--- config.mk ---
export PLATFORM = sky130hd
export DESIGN_NAME = nv_fifo_rwsp_16x256_ctrl
export DESIGN_NICKNAME = d
export VERILOG_FILES = /design/src/rtl/nv_fifo_rwsp_16x256_ctrl.sv
export SDC_FILE = /design/constraint.sdc
export NUM_CORES = 1
export LEC_CHECK = 0
export CAP_MARGIN = 20
export CORE_AREA = 2 2 408 410
export CTS_CLUSTER_DIAMETER = 50
export DETAILED_ROUTE_END_ITERATION = 10
export DIE_AREA = 0 0 410 412
export GPL_TIMING_DRIVEN = 0
export PLACE_DENSITY = 0.3
export SYNTH_ARGS = -nofsm -noshare
export SYNTH_HDL_FRONTEND = slang
export SYNTH_SLANG_ARGS = --single-unit
export TNS_END_PERCENT = 50
--- constraint.sdc ---
create_clock -name clk -period 2.8 [get_ports clk]
set_clock_uncertainty 0.1 [all_clocks]
set_input_delay 0.42 -clock clk [delete_from_list [all_inputs] [get_ports clk]]
set_output_delay 0.42 -clock clk [all_outputs]
set_load 0.02 [all_outputs]
--- src/rtl/nv_fifo_rwsp_16x256_ctrl.sv ---
// Valid/ready FIFO controller driving an external 16x256 two-port RAM whose read
// path is two registers deep (address captured on ram_re, output captured on ram_ore).
module nv_fifo_rwsp_16x256_ctrl #(
  parameter int DEPTH = 16,
  parameter int WIDTH = 256
) (
  input  logic             clk,
  input  logic             rst,
  input  logic             wr_pvld,
  output logic             wr_prdy,
  input  logic [WIDTH-1:0] wr_pd,
  output logic             rd_pvld,
  input  logic             rd_prdy,
  output logic [WIDTH-1:0] rd_pd,
  output logic             ram_we,
  output logic [3:0]       ram_wa,
  output logic [WIDTH-1:0] ram_di,
  output logic             ram_re,
  output logic [3:0]       ram_ra,
  output logic             ram_ore,
  input  logic [WIDTH-1:0] ram_dout,
  output logic [4:0]       occ
);

  logic [3:0] wr_ptr_q, wr_ptr_d;
  logic [3:0] rd_ptr_q, rd_ptr_d;
  logic [4:0] occ_q, occ_d;
  logic [4:0] avail_q, avail_d;
  logic       s1_vld_q, s1_vld_d;
  logic       s2_vld_q, s2_vld_d;

  logic push;
  logic s1_adv;
  logic issue;
  logic full;

  // wr_prdy depends on registered occupancy only, so a pop never opens a slot in the same cycle.
  assign full    = (occ_q == 5'(DEPTH));
  assign wr_prdy = !full;
  assign push    = wr_pvld && !full;

  assign s1_adv  = s1_vld_q && (!s2_vld_q || rd_prdy);
  assign issue   = (avail_q != 5'd0) && (!s1_vld_q || s1_adv);

  assign ram_we  = push;
  assign ram_wa  = wr_ptr_q;
  assign ram_di  = wr_pd;
  assign ram_re  = issue;
  assign ram_ra  = rd_ptr_q;
  assign ram_ore = s1_adv;
  assign rd_pvld = s2_vld_q;
  assign rd_pd   = ram_dout;
  assign occ     = occ_q;

  always_comb begin
    wr_ptr_d = wr_ptr_q;
    rd_ptr_d = rd_ptr_q;
    occ_d    = occ_q;
    avail_d  = avail_q;
    s1_vld_d = s1_vld_q;
    s2_vld_d = s2_vld_q;

    if (push)  wr_ptr_d = wr_ptr_q + 4'd1;
    if (issue) rd_ptr_d = rd_ptr_q + 4'd1;

    // avail counts entries written but not yet sent to the read-address register.
    case ({push, issue})
      2'b10:   avail_d = avail_q + 5'd1;
      2'b01:   avail_d = avail_q - 5'd1;
      default: avail_d = avail_q;
    endcase

    // An issued entry keeps its RAM slot until the output register has captured it.
    case ({push, s1_adv})
      2'b10:   occ_d = occ_q + 5'd1;
      2'b01:   occ_d = occ_q - 5'd1;
      default: occ_d = occ_q;
    endcase

    if (issue)       s1_vld_d = 1'b1;
    else if (s1_adv) s1_vld_d = 1'b0;

    if (s1_adv)       s2_vld_d = 1'b1;
    else if (rd_prdy) s2_vld_d = 1'b0;
  end

  always_ff @(posedge clk or posedge rst) begin
    if (rst) begin
      wr_ptr_q <= 4'd0;
      rd_ptr_q <= 4'd0;
      occ_q    <= 5'd0;
      avail_q  <= 5'd0;
      s1_vld_q <= 1'b0;
      s2_vld_q <= 1'b0;
    end else begin
      wr_ptr_q <= wr_ptr_d;
      rd_ptr_q <= rd_ptr_d;
      occ_q    <= occ_d;
      avail_q  <= avail_d;
      s1_vld_q <= s1_vld_d;
      s2_vld_q <= s2_vld_d;
    end
  end

endmodule

==> impl_metrics.yaml, run 1 <==
global_routing:
  grt_max_degree: 21
  grt.overflow.total: 0
  track_usage_pct: 9.91
  grt_first_pass_wirelength_um: 99300
  grt_antenna_before_repair: 157
  grt_pass1_vias: 5798
yosys:
  synth_area_leader_cell: "buf_4"
  synth_sequential_area_ratio_pct: 10.1
  async_reset_ff_share_pct: 100
  synth_cells: 617
  synth_fp_nets: 1145
  yosys-top-cells-area: "buf_4 (77%), dfrtp_1 (10%), ha_1 (2.5%)"
  synth.top_cell.area_share_pct: 77.3
  synth-edff-count: 0
  ys.flop_type: "dfrtp_1"
  yosys_register_bits: 20
  syn_avg_cell_area_um2: 8.06
  netlist_area_um2: 4970
  yosysWarnings: 0
  ys_types: 37
cells_and_area:
  fin_util_pct: 8.08
  fillers: 19100
  finalNonFillerCells: 3364
  mostFrequentLayoutCell: "clkdlybuf4s50_1"
  drive_above_1_share_pct: 46.0
  area_delta_synth_final_pct: 167
  nets: 1686
  most-common-layout-cells: "clkdlybuf4s50_1 (533), buf_4 (514), dfrtp_1 (20), nand2_1 (12), xnor2_1 (8)"
  final_area_um2: 13300
clocking:
  clk_latency_ns: 0.27
  cts.clk_slew.worst_paths_ns: 0.07
  cts_buffer_depth: 2
  clock-sinks: 20
  cts-root-buf: "clkbuf_16"
  cts_tree: "done"
  cts_buffers: 3
  htreeDepth: 1
run_status:
  status: "complete, no violations"
place:
  placed_area_um2: 13000
  dp_cells: 3339
  dp_hpwl_um: 87100
  portBuffers: 533
  gp_congestion: 0.847
flow_run:
  maxCapViolations: 0
routing:
  drc: 0
  dr_total_vias: 6037
  first_iter_violations: 184
  routedWlPerCell_um: 26.6
  wl_um: 89500
  drtAntennaViolNets: 0
  first_pass_iters: 4
  avgViaCountPerCell: 1.79
timing:
  tns_ns: 0
  period_share_pct: 93.3
  hold_viol_final: 0
  finalCriticalPeriod_ns: 2.61
  finalSetupViolCount: 0
  clock.fmax_ghz: 0.383
  worstMarginPinSlew_ns: 0.824
  relSlewSlack_pct: 44.9
  slew_violations: 0
worst_setup_path:
  slowest_stage: "or4_4"
  critPathRequiredTime_ns: 2.84
  path_max_fanout: 10
  endpoint_kind: "flip-flop"
  worstSetupPathType: "flip-flop to flip-flop"
  startpoint_type: "flip-flop"
  crit_arrival_ns: 2.65
  cpPeakStageDelay_ns: 0.54
  crit_chain: "or4_4, o21ai_4, inv_4, ha_4, buf_2, or3_1, o31ai_1, o221ai_1"
floorplanning:
  floorplan.core_area_um2: 164000
  fp-row-count: 149
  die_h_um: 412
  initial_core_util_pct: 3.03
  io_pins: 1046
  die-area_um2: 169000
  die_x_um: 410
power:
  power.density_nw_per_um2: 325
  p_total_uw: 4310
  p_leak_uw: 0.00514
  peakVddDrop_v: 0.000253
worst_hold_path:
  min_path_type: "input pin to async pin"
-- power by group --
| part | switching (µW) | internal, µW | leakage [µW] |
|---|---|---|---|
| registers | 169 | 434 | 0.000232 |
| logic | 1680 | 1600 | 0.00486 |
| clock network | 146 | 285 | 0.0000512 |
| total | 1990 | 2320 | 0.00514 |
-- state kept, by name (all words and copies together), names as in the netlist --
register  count
avail_q       5
occ           5
ram_ra        4
ram_wa        4
rd_pvld       1
s1_vld_q      1
-- worst max-delay path: cells and delay by family, from the launching register on --
kind / cells / cell delay [ns]
fa+ha+maj: 1 / 0.22
flops: 1 / 0.41
simple gates: 2 / 0.93
compound gates: 3 / 0.55
buf+inv: 2 / 0.27
-- metal layers --
metal	part of all wire, %	wire (µm)	track usage, %	vias to the layer above
met5	0.78	698	0	-
met3	20	18000	9.65	240
met4	1.3	1140	0.425	108
li1	-	-	-	2492
met2	46	41500	16.4	599
met1	31	28100	9.20	2598
-- worst paths after layout --
check                                       startpoint                endpoint  slack, ns  cells past startpoint
worst min register to register   ram_wa[3]$_DFFE_PP0P_   ram_wa[3]$_DFFE_PP0P_       0.37                      1
max in group asynchronous                          rst   ram_wa[2]$_DFFE_PP0P_       1.97                      3
worst min-delay path                               rst   ram_ra[3]$_DFFE_PP0P_       0.25                      2
worst max-delay path            avail_q[1]$_DFFE_PP0P_  avail_q[4]$_DFFE_PP0P_       0.19                      8
worst max register to register  avail_q[1]$_DFFE_PP0P_  avail_q[4]$_DFFE_PP0P_       0.19                      8
min in group clk                 ram_wa[3]$_DFFE_PP0P_   ram_wa[3]$_DFFE_PP0P_       0.37                      1
-- cells in the mapped netlist (2+ instances only) --
| cell | n |
|---|---|
| nand2b_1 | 2 |
| nand3_1 | 2 |
| clkbuf_1 | 2 |
| a21o_1 | 2 |
| a21oi_1 | 3 |
| xnor2_1 | 8 |
| o21ai_0 | 4 |
| inv_1 | 6 |
| buf_4 | 512 |
| nor2_1 | 3 |
| nand2_1 | 13 |
| ha_1 | 10 |
| mux2_2 | 2 |
| fa_1 | 2 |
| dfrtp_1 | 20 |
| xor2_1 | 5 |
-- area by class of cell --
cell class                      count  area, µm²  share of cell area (%)
Clock inverter                      1       30.0                   0.226
Sequential cell                    20        500                    3.77
Multi-Input combinational cell     76        629                    4.74
Tap cell                         2189       2740                    20.6
Antenna cell                       18       45.0                   0.339
Clock buffer                        3       75.1                   0.565
Buffer                            514       3850                    29.0
Timing Repair Buffer              536       5380                    40.5
Inverter                            7       28.8                   0.217
-- cell families (layout without fill, tap and decap cells) --
group	after synthesis	count (layout)	share of synthesized area, %
flip-flops	20	20	10.1
XOR/XNOR	13	13	2.29
AO/OA/AOI/OAI	16	16	2.26
multiplexers	3	3	0.654
buffers and inverters	521	1061	77.9
adder cells (fa/ha/maj)	12	12	3.32
AND/OR/NAND/NOR	32	32	3.47
other	0	18	0
-- stage by stage --
step	setup slack (ns)	hold WS [ns]
after floorplan	0.161	0.284
after global placement	-0.418	0.359
after detailed placement	-0.391	0.368
after CTS	0.00644	0.384
after global routing	-0.00639	0.252
final	0.187	0.248
-- repair_timing --
| action | in CTS | in global routing |
|---|---|---|
| resized for setup | 2 | 7 |
| hold buffers | 0 | 0 |
| endpoints found under the setup margin | 3 | 3 |
| pin swaps | 1 | 2 |
| buffers inserted | 1 | 1 |
(Power assumes the default switching activity.)
==> run 2, diff against run 1 <==
--- a/config.mk
+++ b/config.mk
@@ -12,6 +12,7 @@
 export DIE_AREA = 0 0 410 412
 export GPL_TIMING_DRIVEN = 0
 export PLACE_DENSITY = 0.3
+export SLEW_MARGIN = 20
 export SYNTH_ARGS = -nofsm -noshare
 export SYNTH_HDL_FRONTEND = slang
 export SYNTH_SLANG_ARGS = --single-unit
==> run 2 against run 1 <==
  * Wire length about the same
  * Cell count about the same
  * Combinational power about the same
  * Non-clock buffer count unchanged
  * Critical path type unchanged
==> impl_metrics.yaml, run 2 (synthesis results as in run 1) <==
global_routing:
  grt_first_pass_wirelength_um: 99300
  grt_antenna_before_repair: 157
  grt_max_degree: 21
  track_usage_pct: 9.91
  grt.overflow.total: 0
  grt_pass1_vias: 5798
worst_setup_path:
  crit_chain: "or4_4, o21ai_4, inv_4, ha_4, buf_2, or3_1, o31ai_1, o221ai_1"
  startpoint_type: "flip-flop"
  slowest_stage: "or4_4"
  endpoint_kind: "flip-flop"
  worstSetupPathType: "flip-flop to flip-flop"
  cpPeakStageDelay_ns: 0.56
  crit_arrival_ns: 2.66
  path_max_fanout: 10
  critPathRequiredTime_ns: 2.84
cells_and_area:
  fin_util_pct: 8.08
  area_delta_synth_final_pct: 167
  nets: 1686
  fillers: 19100
  drive_above_1_share_pct: 46.0
  mostFrequentLayoutCell: "clkdlybuf4s50_1"
  most-common-layout-cells: "clkdlybuf4s50_1 (533), buf_4 (514), dfrtp_1 (20), nand2_1 (12), xnor2_1 (8)"
routing:
  drc: 0
  dr_total_vias: 6053
  wl_um: 89500
  avgViaCountPerCell: 1.80
  first_pass_iters: 4
  first_iter_violations: 148
  routedWlPerCell_um: 26.6
  drtAntennaViolNets: 0
run_status:
  status: "complete, no violations"
power:
  p_leak_uw: 0.00514
  peakVddDrop_v: 0.000253
  intPower_uw: 2320
  switchingPower_uw: 1990
  combinationalPowerShare_pct: 75.8
  clkPwrFrac_pct: 10.1
  power.density_nw_per_um2: 324
  p_seq_share_pct: 14.1
  sw_frac_of_total_pct: 46.2
timing:
  finalSetupViolCount: 0
  period_share_pct: 93.4
  worstMarginPinSlew_ns: 0.743
  finalCriticalPeriod_ns: 2.62
  fin_ws_ns: 0.184
  relSlewSlack_pct: 50.3
  hold_viol_final: 0
  slew_violations: 0
  clock.fmax_ghz: 0.382
place:
  dp_hpwl_um: 87100
  pre_cts_slack_ns: -0.391
  gp_congestion: 0.847
  portBuffers: 533
clocking:
  clock-sinks: 20
  cts.clk_slew.worst_paths_ns: 0.07
  cts_buffers: 3
  cts_buffer_depth: 2
  ctsHoldBuffers: 0
  htreeDepth: 1
  cts_tree: "done"
  cts-root-buf: "clkbuf_16"
  clk_latency_ns: 0.28
worst_hold_path:
  min_path_type: "input pin to async pin"
floorplanning:
  floorplan.core_area_um2: 164000
  die_x_um: 410
  fp-row-count: 149
  io_pins: 1046
  die_h_um: 412
  initial_core_util_pct: 3.03
  die-area_um2: 169000
flow_run:
  maxCapViolations: 0
## run 2: cell types whose count changed in the layout (fill, tap and decap cells not counted)
cell	change
diode_2	-1
## run 2: worst paths after layout
| kind | startpoint | endpoint | cells after the start | slack [ns] |
|---|---|---|---|---|
| worst max register to register | avail_q[4]$_DFFE_PP0P_ | avail_q[4]$_DFFE_PP0P_ | 8 | 0.18 |
| min in group clk | ram_wa[3]$_DFFE_PP0P_ | ram_wa[3]$_DFFE_PP0P_ | 1 | 0.37 |
| worst min-delay path | rst | ram_ra[3]$_DFFE_PP0P_ | 2 | 0.27 |
| max in group asynchronous | rst | ram_wa[3]$_DFFE_PP0P_ | 3 | 1.93 |
| worst min register to register | ram_wa[3]$_DFFE_PP0P_ | ram_wa[3]$_DFFE_PP0P_ | 1 | 0.37 |
| worst max-delay path | avail_q[4]$_DFFE_PP0P_ | avail_q[4]$_DFFE_PP0P_ | 8 | 0.18 |
## run 2: layout make-up
cell class	instances	area [µm²]	share of cell area, %
clock buffer	3	75.1	0.566
inverter	7	28.8	0.217
multi-input combinational	76	629	4.74
clock inverter	1	30.0	0.226
sequential	20	500	3.77
tap	2189	2740	20.6
timing repair buffer	536	5380	40.5
buffer	514	3850	29.0
antenna	17	42.5	0.320
## run 2: power groups by stage
| stage | Sequential [µW] | Clock (µW) | Combinational, µW |
|---|---|---|---|
| global route | 633 | 470 | 3520 |
| finish | 605 | 435 | 3260 |
| floorplan | 687 | 0 | 1610 |
| global placement | 612 | 0 | 3310 |
| detailed placement | 611 | 0 | 3300 |
| CTS | 608 | 468 | 3320 |
## run 2: repair_timing
item / CTS / global route
setup endpoints to repair: 3 / 3
resized for setup: 2 / 7
pin swaps: 1 / 2
setup buffers: 1 / 1
## run 2: stage by stage
stage	setup TNS, ns	hold WS (ns)	total power, µW	std cells	cell area (µm²)
2_1_floorplan	0	0.284	2290	617	4970
3_3_place_gp	-0.611	0.359	3920	3339	13000
3_5_place_dp	-0.559	0.368	3910	3339	13000
4_1_cts	0	0.384	4400	3344	13200
5_1_grt	-0.00613	0.292	4620	3347	13200
6_report	0	0.273	4310	3363	13300
## run 2: per-layer routing
layer  part of all wire [%]  GRT usage, %  up-vias
met2                     46          16.4      603
li1                       -             -     2491
met1                     32          9.20     2609
met3                     20          9.65      242
met5                   0.78             0        -
met4                    1.3         0.425      108
## run 2: critical path: cells and delay by family, from the launching register on
kind	cells	cell delay [ns]
flops	1	0.39
compound gates	3	0.55
fa+ha+maj	1	0.22
simple gates	2	0.95
buf+inv	2	0.28
==> edit: new RTL, settings of run 2 <==
`WIDTH`: 256 -> 260.
--- a/src/rtl/nv_fifo_rwsp_16x256_ctrl.sv
+++ b/src/rtl/nv_fifo_rwsp_16x256_ctrl.sv
@@ -3,5 +3,5 @@
 module nv_fifo_rwsp_16x256_ctrl #(
   parameter int DEPTH = 16,
-  parameter int WIDTH = 256
+  parameter int WIDTH = 260
 ) (
   input  logic             clk,
Interface: changed (resized ram_di, ram_dout, rd_pd and wr_pd); port bits go from 1046 to 1062. The function was not compared with the original's and may differ.
==> edit against run 2 <==
  * Worst setup slack got worse by 0.062 ns
  * Via count rose by 2.7%
  * Hold slack better by 0.097 ns
  * Fmax is 2.3% lower
  * Count of clock-buffer cells in the layout stayed put
  * Synthesized area up 1.2%
  * Cell area grew 0.82%
  * Sequential cell count unchanged
  * Power fell by 2.4%
  * Wire length up 1.4%
  * Critical path type unchanged
  * Largest cell class unchanged
==> edit: results (changes against run 2) <==
status:
  outcome: "finished, final reports clean"
logic_synthesis:
  async_flop_share_pct: 100.0  # unchanged
  synth_nets: 1161  # +1.4%
  synth_top_cells_by_area: "buf_4, dfrtp_1, ha_1"
  ys.warnings.count: 0  # unchanged
  synth_ff_type: "dfrtp_1"
  synthTopCellsByCount: "buf_4, dfrtp_1, nand2_1, ha_1, xnor2_1"
  synth_cell_type_count: 37  # unchanged
  yosysSeqAreaShare_pct: 9.940  # -0.12 points
timing:
  finalSetupTns_ns: 0  # unchanged
  max_slew_margin_pct: 40.99  # -9.3 points
  worst_hold_slack_ns: 0.3705  # +0.09719 ns
  slew_violations: 0  # unchanged
  fmax_mhz: 373.4  # -2.3%
global_routing:
  track_usage_pct: 10.02  # +0.11 points
  gr-usage-met2_pct: 16.80  # +0.43 points
  grt_pass1_wl_um: 101000  # +1.7%
  grt_pass1_vias: 5798  # unchanged
  antenna_found_initial: 173  # +10%
  grt_max_degree: 21  # unchanged
  use_met3_pct: 10.51  # +0.86 points
  grt_use_met1_pct: 8.698  # -0.50 points
detailed_routing:
  wl_met1_um: 26540  # -6.0%
  dr_wl_met3_um: 19640  # +10%
  dr.pass1.iters: 6  # +2
  highest_layer: "met5"
  vias_per_cell: 1.836  # +2.0%
  totalWireLength_um: 90730  # +1.4%
  drt_iter0_markers: 211  # +43%
  wl_met2_um: 42570  # +2.4%
  drc: 0  # unchanged
worst_setup_path:
  rrSetupSlack_ns: 0.12  # -0.06 ns
  critPathLaunch: "avail_q[4]$_DFFE_PP0P_"
  crit_end: "avail_q[4]$_DFFE_PP0P_"
  path_max_fanout: 7  # -3
  r2r_cells: 8  # unchanged
  crit_arrival_ns: 2.70  # +0.04 ns
clock_network:
  clk_path_buf_depth: 2  # unchanged
  cts-root-buf: "clkbuf_16"
  clk_pin_slew_ns: 0.06
  numCtsBuffers: 3  # unchanged
  clk_latency_ns: 0.26  # -0.02 ns
  htreeDepth: 1  # unchanged
min_path:
  min_path_type: "flip-flop to flip-flop"
  hold_path_end: "ram_wa[3]$_DFFE_PP0P_"
  min_from: "ram_wa[3]$_DFFE_PP0P_"
  min_delay_path_depth: 1
pwr:
  p_leak_uw: 0.005195  # +1.1%
  peakVddDrop_uv: 321.4  # +27%
job:
  cap_violations: 0  # unchanged
placed_design:
  gp_congestion: 0.9009  # +6.4%
  dpl_worst_slack_ns: -0.1896  # +0.2019 ns
  hpwl_um: 88310  # +1.4%
  portBuffers: 541  # +1.5%
finish:
  final_layout_size_suffix_gt1_share_pct: 46.03  # +0.048 points
  num-nets-final: 1708  # +1.3%
edit: critical path, stage by stage, from the launching register on:
cell and delay, ns:
dfrtp_1 0.40, or4_4 0.57, o21ai_4 0.20, inv_2 0.09
ha_2 0.23, ha_2 0.21, or4_1 0.49, o311ai_0 0.11
o221ai_1 0.15
edit: logic make-up (layout without fill, tap and decap cells):
kind of cell	count (synthesis)	count (layout)	share of synthesized area (%)
and+or+nand+nor	32	32	3.430
other	0	24	0
xor gates and xnor gates	13	13	2.261
buffers and inverters	529	1075	78.21
muxes	3	3	0.6461
adders and majority gates	12	12	3.280
DFF	20	20	9.940
AOI/OAI and AO/OA	16	16	2.237
edit: stage by stage:
step / area [sq um] / std cells
final: 13380 / 3384
after CTS: 13300 / 3359
after floorplan: 5035 / 625
after global placement: 13190 / 3355
after detailed placement: 13190 / 3355
after global routing: 13320 / 3360
edit: layout make-up:
| cell class | instances | area, sq um |
|---|---|---|
| Fill cell | 19130 | 150900 |
| Timing Repair Buffer | 542 | 5423 |
| Clock buffer | 3 | 75.07 |
| Sequential cell | 20 | 500.5 |
| Clock inverter | 1 | 30.03 |
| Tap cell | 2189 | 2739 |
| Inverter | 7 | 26.28 |
| Antenna cell | 24 | 60.06 |
| Multi-Input combinational cell | 76 | 618.1 |
| Buffer | 522 | 3913 |
edit: where the power goes:
group          leakage [uW]  switching [uW]  total [uW]  internal, uW
combinational       0.00491            1610        3200          1590
clock             0.0000513             118         402           284
sequential         0.000232             168         602           434
edit: timing repair:
| item | 4_1_cts | 5_1_grt |
|---|---|---|
| gates resized for setup | 2 | 6 |
| pin swaps | 0 | 1 |
| setup endpoints to repair | 1 | 2 |
| cloned | 0 | 0 |
| buffers inserted | 0 | 1 |
